## config.mk

```make
export PLATFORM = sky130hd
export DESIGN_NAME = spi_serf
export DESIGN_NICKNAME = d
export VERILOG_FILES = /design/src/rtl/spi_serf_pkg.sv /design/src/rtl/spi_sync_edge.sv /design/src/rtl/spi_serf.sv
export SDC_FILE = /design/constraint.sdc
export NUM_CORES = 1
export LEC_CHECK = 0
export ABC_AREA = 1
export BUFFER_PORTS_ARGS = -buffer_cell sky130_fd_sc_hd__buf_2
export CAP_MARGIN = 20
export CORE_ASPECT_RATIO = 1.75
export CORE_MARGIN = 10
export CORE_UTILIZATION = 45
export DETAILED_ROUTE_END_ITERATION = 10
export PLACE_DENSITY = 0.65
export SYNTH_ARGS = -nofsm -noshare
export SYNTH_HDL_FRONTEND = slang
export SYNTH_SLANG_ARGS = --single-unit
```

## constraint.sdc

```tcl
create_clock -name clk -period 2.1 [get_ports clk]
set_clock_uncertainty 0.15 [all_clocks]
set_input_delay 0.105 -clock clk [delete_from_list [all_inputs] [get_ports clk]]
set_output_delay 0.105 -clock clk [all_outputs]
set_load 0.02 [all_outputs]
```

## src/rtl/spi_serf_pkg.sv

```systemverilog
// spi_pkg: shared definitions for the SPI serf block.
//   state_t      - frame state machine encoding (IDLE, SHIFT)
//   SPI_WIDTH    - frame length in bits (fixed at 16 to match the monarch)
//   SYNC_STAGES  - flops per input synchronizer
package spi_pkg;

  typedef enum logic {
    IDLE  = 1'b0,
    SHIFT = 1'b1
  } state_t;

  localparam int SPI_WIDTH   = 16;
  localparam int SYNC_STAGES = 3;

endpackage

```

## src/rtl/spi_sync_edge.sv

```systemverilog
// spi_sync_edge: multi-flop synchronizer for one asynchronous pin, with edge
// detection on the last two stages.
//   clk, rst  - core clock, asynchronous active-high reset
//   i_d       - raw asynchronous input
//   o_sync    - last synchronizer stage
//   o_rise    - one-cycle pulse on a 0->1 transition
//   o_fall    - one-cycle pulse on a 1->0 transition
// RST_VAL is the value every stage takes in reset, so an idle-high pin does
// not produce a spurious edge when reset is released.
module spi_sync_edge
  import spi_pkg::*;
#(
  parameter logic RST_VAL = 1'b0
) (
  input  logic clk,
  input  logic rst,
  input  logic i_d,
  output logic o_sync,
  output logic o_rise,
  output logic o_fall
);

  // r_sync[0] is stage 1 (metastable), r_sync[SYNC_STAGES-1] is the last stage.
  logic [SYNC_STAGES-1:0] r_sync;

  always_ff @(posedge clk or posedge rst) begin
    if (rst) begin
      r_sync <= {SYNC_STAGES{RST_VAL}};
    end else begin
      r_sync <= {r_sync[SYNC_STAGES-2:0], i_d};
    end
  end

  assign o_sync = r_sync[SYNC_STAGES-1];
  assign o_rise =  r_sync[SYNC_STAGES-2] & ~r_sync[SYNC_STAGES-1];
  assign o_fall = ~r_sync[SYNC_STAGES-2] &  r_sync[SYNC_STAGES-1];

endmodule

```

## src/rtl/spi_serf.sv

```systemverilog
// spi_serf: SPI responder paired with the 16-bit SPI monarch (SCLK idle high,
// MSB first). Shifts a command in on MOSI while returning a pre-loaded word
// on MISO, and flags each frame as complete (rdy) or malformed (err).
//   clk, rst  - core clock, asynchronous active-high reset
//   SS_n      - active-low frame select (asynchronous)
//   SCLK      - serial clock (asynchronous)
//   MOSI      - serial data in (asynchronous)
//   MISO      - serial data out; 0 while deselected
//   tx_data   - response word, latched by wrt
//   wrt       - one-cycle load strobe for tx_data
//   rx_data   - last correctly received command
//   rdy       - a 16-bit frame was received; cleared by clr_rdy or next frame
//   clr_rdy   - clears rdy
//   err       - last frame had the wrong bit count
//   o_state   - current state (debug)
//
// Valid/ready: wrt is a one-cycle strobe and always accepted. rdy is a level
// that stays high until clr_rdy or the start of the next frame; a rdy set and
// a clr_rdy in the same cycle leave rdy set.
module spi_serf
  import spi_pkg::*;
(
  input  logic                 clk,
  input  logic                 rst,
  input  logic                 SS_n,
  input  logic                 SCLK,
  input  logic                 MOSI,
  output logic                 MISO,
  input  logic [SPI_WIDTH-1:0] tx_data,
  input  logic                 wrt,
  output logic [SPI_WIDTH-1:0] rx_data,
  output logic                 rdy,
  input  logic                 clr_rdy,
  output logic                 err,
  output logic                 o_state
);

  logic w_ss_sync, w_ss_rise, w_ss_fall;
  logic w_sclk_sync_unused, w_sclk_rise, w_sclk_fall;
  logic w_mosi_sync, w_mosi_rise_unused, w_mosi_fall_unused;

  spi_sync_edge #(.RST_VAL(1'b1)) u_ss_sync (
    .clk    (clk),
    .rst    (rst),
    .i_d    (SS_n),
    .o_sync (w_ss_sync),
    .o_rise (w_ss_rise),
    .o_fall (w_ss_fall)
  );

  spi_sync_edge #(.RST_VAL(1'b1)) u_sclk_sync (
    .clk    (clk),
    .rst    (rst),
    .i_d    (SCLK),
    .o_sync (w_sclk_sync_unused),
    .o_rise (w_sclk_rise),
    .o_fall (w_sclk_fall)
  );

  // Same depth as SCLK so the MOSI value seen with sclk_rise was sampled
  // before the monarch moves MOSI (2 clk after its SCLK rise).
  spi_sync_edge #(.RST_VAL(1'b0)) u_mosi_sync (
    .clk    (clk),
    .rst    (rst),
    .i_d    (MOSI),
    .o_sync (w_mosi_sync),
    .o_rise (w_mosi_rise_unused),
    .o_fall (w_mosi_fall_unused)
  );

  state_t               r_state;
  logic [SPI_WIDTH-1:0] r_tx_buf;
  logic [SPI_WIDTH-1:0] r_shft;
  logic [4:0]           r_bit_cnt;
  logic                 r_miso;
  logic [SPI_WIDTH-1:0] r_rx_data;
  logic                 r_rdy;
  logic                 r_err;

  always_ff @(posedge clk or posedge rst) begin
    if (rst) begin
      r_state   <= IDLE;
      r_tx_buf  <= '0;
      r_shft    <= '0;
      r_bit_cnt <= '0;
      r_miso    <= 1'b0;
      r_rx_data <= '0;
      r_rdy     <= 1'b0;
      r_err     <= 1'b0;
    end else begin
      // tx_buf is only written here; shifting works on a copy in r_shft so
      // the same response repeats until the next wrt.
      if (wrt) r_tx_buf <= tx_data;

      // Later assignments below (a rdy set) override this clear.
      if (clr_rdy) r_rdy <= 1'b0;

      // A fall of SS_n starts a frame from either state; in SHIFT this is a
      // select glitch and the frame restarts.
      if (w_ss_fall) begin
        r_state   <= SHIFT;
        r_miso    <= r_tx_buf[SPI_WIDTH-1];
        r_shft    <= r_tx_buf;
        r_bit_cnt <= '0;
        r_err     <= 1'b0;
        r_rdy     <= 1'b0;
      end else if (r_state == SHIFT) begin
        if (w_ss_rise) begin
          if (r_bit_cnt == 5'd16) begin
            r_rx_data <= r_shft;
            r_rdy     <= 1'b1;
          end else begin
            r_err <= 1'b1;
          end
          r_state <= IDLE;
        end else if (w_sclk_rise) begin
          r_shft <= {r_shft[SPI_WIDTH-2:0], w_mosi_sync};
          if (r_bit_cnt != 5'd17) r_bit_cnt <= r_bit_cnt + 5'd1;
        end else if (w_sclk_fall && (r_bit_cnt != 5'd0)) begin
          // The monarch's first edge is a fall; MSB is already on MISO then.
          r_miso <= r_shft[SPI_WIDTH-1];
        end
      end
    end
  end

  assign MISO    = w_ss_sync ? 1'b0 : r_miso;
  assign rx_data = r_rx_data;
  assign rdy     = r_rdy;
  assign err     = r_err;
  assign o_state = r_state;

endmodule

```

==> results.sh <==
export IMPL_port_buffers=42
export IMPL_clkSinkCount=66
export IMPL_max_freq_mhz=518.3
export IMPL_synth_area_mm2=0.002930
export IMPL_via_count=2080
export IMPL_worst_slew_pin_slew_ns=0.3858
export IMPL_post_drt_wl_per_cell_um=13.03
export IMPL_drv_cap=0
export IMPL_place_gp_congestion=0.7724
export IMPL_grt_usage=0.1233
export IMPL_finalCritPeriodShare=0.9187
export IMPL_drtAntennaViolNets=0
export IMPL_met2_length_mm=2.753
export IMPL_cts_root_buffer_cell="clkbuf_8"
export IMPL_p_per_area_mw_per_mm2=912.8
export IMPL_cts_tree="yes"
export IMPL_peakVddDrop_mv=0.4113
export IMPL_post_place_ws_ns=0.1074
export IMPL_synthCells=284
export IMPL_cts_buffers=9
export IMPL_hold_path_class="in -> reg"
export IMPL_drc_errors=0
export IMPL_synth_avg_cell_area_um2=10.32
export IMPL_clk_pin_slew_ns=0.07
export IMPL_yosys_area_top_type="dfrtp_1"
export IMPL_crit_slowest_cell="dfstp_2"
export IMPL_synth_cell_types=25
export IMPL_met1_length_mm=2.485
export IMPL_drt_iter0_markers=122
export IMPL_p_total_mw=3.291
export IMPL_hpwl_mm=3.959
export IMPL_grt_pass1_vias=2037
export IMPL_cts_max_path_buffers=2
export IMPL_area_delta_synth_final_pct=23.01
export IMPL_fin_ws_ns=0.1708
export IMPL_drv_slew=0
export IMPL_rsz0062_at_grt="false"
export IMPL_routed_top_layer="met4"
export IMPL_htreeDepth=3
export IMPL_grt_max_degree=67
export IMPL_final_hold_violation_count=0
export IMPL_setup_viol=0
export IMPL_yosysWarningCount=0
export IMPL_max_slew_margin=0.7428
export IMPL_num_io_pins=43
export IMPL_critical_path_class="reg -> reg"
export IMPL_status="complete, no violations"
export IMPL_p_leak_nw=1.738
export IMPL_multi_input_area_mm2=0.001036
export IMPL_grt_pass1_wl_mm=9.887
export IMPL_cp_slowest_stage_delay_ns=0.54
export IMPL_grt_ovfl_total=0
export IMPL_register_area_mm2=0.001659
export IMPL_die_y_um=126.8
export IMPL_finalSetupTns_ns=0
export IMPL_synth_top_area_frac=0.5124
export IMPL_end_kind="flop"
export IMPL_cts_setup_buffers=0
export IMPL_finalWirelength_mm=5.656
export IMPL_vias_per_cell=4.793
export IMPL_die_x_um=81
export IMPL_n_antenna_cell=0
export IMPL_fill_cells=571
export IMPL_synth_area_top_cells="dfrtp_1 51%, nand2_1 8.8%, mux2_2 5.8%, dfstp_2 5.4%, o21ai_0 4.3%"
export IMPL_clk_latency_ns=0.35
export IMPL_dr_pass1_iters=4
export IMPL_arrival_ns=2.06
export IMPL_rows=38
export IMPL_synth_seq_area_share=0.5662
export IMPL_fin_crit_ns=1.929
export IMPL_synthesis_nets=313
export IMPL_route_met3_wl_um=271
export IMPL_cp_required_ns=2.23
export IMPL_path_cells="ha_1 -> buf_12 -> inv_4 -> nand2_4 -> nand2_4 -> inv_6 -> nand2_1 -> o21ai_2"
export IMPL_drive_above_1_share=0.2966
export IMPL_core_area_mm2=0.006276
export IMPL_die_area_mm2=0.01027
export IMPL_cp_max_fo=32
export IMPL_antenna_found_initial=0
export IMPL_nets=378
export IMPL_start_util=0.4669
export IMPL_synth_seq_cells=66
export IMPL_crit_top_cell="nand2_4"
export IMPL_critical_path_startpoint_type="flop"
## synth_stat cells, drive strengths merged
cell    number
inv         31
ha           6
buf         12
a21oi        1
nor2        13
clkbuf       1
xor2         1
o21ai       57
nand2       71
dfrtp       60
nand3        7
dfstp        6
mux2        15
nand4        3
## state kept, by name, indices dropped and copies added (netlist names)
register,flops
r_tx_buf,16
o_state,1
rx_data,16
u_sclk_sync.r_sync,3
r_shft,16
r_miso,1
u_ss_sync.r_sync,3
r_bit_cnt,5
err,1
rdy,1
u_mosi_sync.r_sync,3
## cell usage in the layout, fill, tap and decap left out, drive strengths merged
cell type	Yosys	layout
nand2	71	71
dfrtp	60	60
o21ai	57	57
buf	12	46
inv	31	31
dlygate4sd3	0	21
mux2	15	15
clkbuf	1	14
nor2	13	13
nand3	7	7
ha	6	6
dfstp	6	6
nand4	3	3
a21oi	1	1
xor2	1	1
bufinv	0	1
clkinv	0	1
## worst paths after layout
check	cells past startpoint	to	startpoint	slack, ns
setup / recovery	8	r_shft[5]	u_ss_sync.r_sync[2]	0.17
hold / removal	3	r_tx_buf[0]	wrt	0.03
setup reg to reg	8	r_shft[5]	u_ss_sync.r_sync[2]	0.17
hold reg to reg	0	u_mosi_sync.r_sync[2]	u_mosi_sync.r_sync[1]	0.20
max in group asynchronous	4	u_ss_sync.r_sync[2]	rst	1.27
min in group asynchronous	4	rx_data[0]	rst	0.22
## cell families (layout without fill, tap and decap cells)
family,Yosys count,in the layout,share of synthesized area
xor+xnor,1,1,0.002989
buf+inv,44,114,0.08027
flops,66,66,0.5662
mux,15,15,0.05764
fa+ha+maj,6,6,0.02562
simple gates,94,94,0.1503
compound gates,58,58,0.1170
## what timing repair did
item                                   CTS  global route
hold buffers                            21             0
gates resized for setup                  0             1
setup endpoints to repair                0            16
endpoints found under the hold margin   86             0
## where the power goes
| part | leakage [nW] | switching, mW | total (mW) | internal, mW |
|---|---|---|---|---|
| registers | 0.834 | 0.113 | 1.57 | 1.45 |
| clock network | 0.101 | 0.460 | 1.07 | 0.613 |
| logic | 0.803 | 0.384 | 0.650 | 0.266 |
## worst max-delay path: cells and delay by family, from the launching register on
family,cells,cell delay (ns)
compound gates,1,0.07
fa+ha+maj,1,0.32
buf+inv,3,0.51
flops,1,0.54
simple gates,3,0.26
## layer usage
layer | GRT usage | vias to the layer above
met4 | 0.06448 | 0
li1 | - | 1049
met3 | 0.04243 | 12
met1 | 0.1484 | 982
met5 | 0 | -
met2 | 0.1879 | 37
## through the flow
stage	hold slack (ns)	utilization	cells	instance area, µm²
6_report	0.03163	0.5744	434	3605
5_1_grt	0.08883	0.5744	434	3605
4_1_cts	0.02537	0.5740	434	3602
3_5_place_dp	0.05954	0.5090	397	3194
3_3_place_gp	0.04710	0.5090	397	3194
2_1_floorplan	-0.04052	-	284	2930
## final cells by class
| type | count | share of cell area |
|---|---|---|
| tap | 80 | 0.02777 |
| multi-input combinational | 174 | 0.2874 |
| sequential | 66 | 0.4603 |
| inverter | 31 | 0.03436 |
| clock buffer | 14 | 0.04512 |
| clock inverter | 2 | 0.009719 |
| timing repair buffer | 67 | 0.1354 |
(Power assumes the default switching activity.)
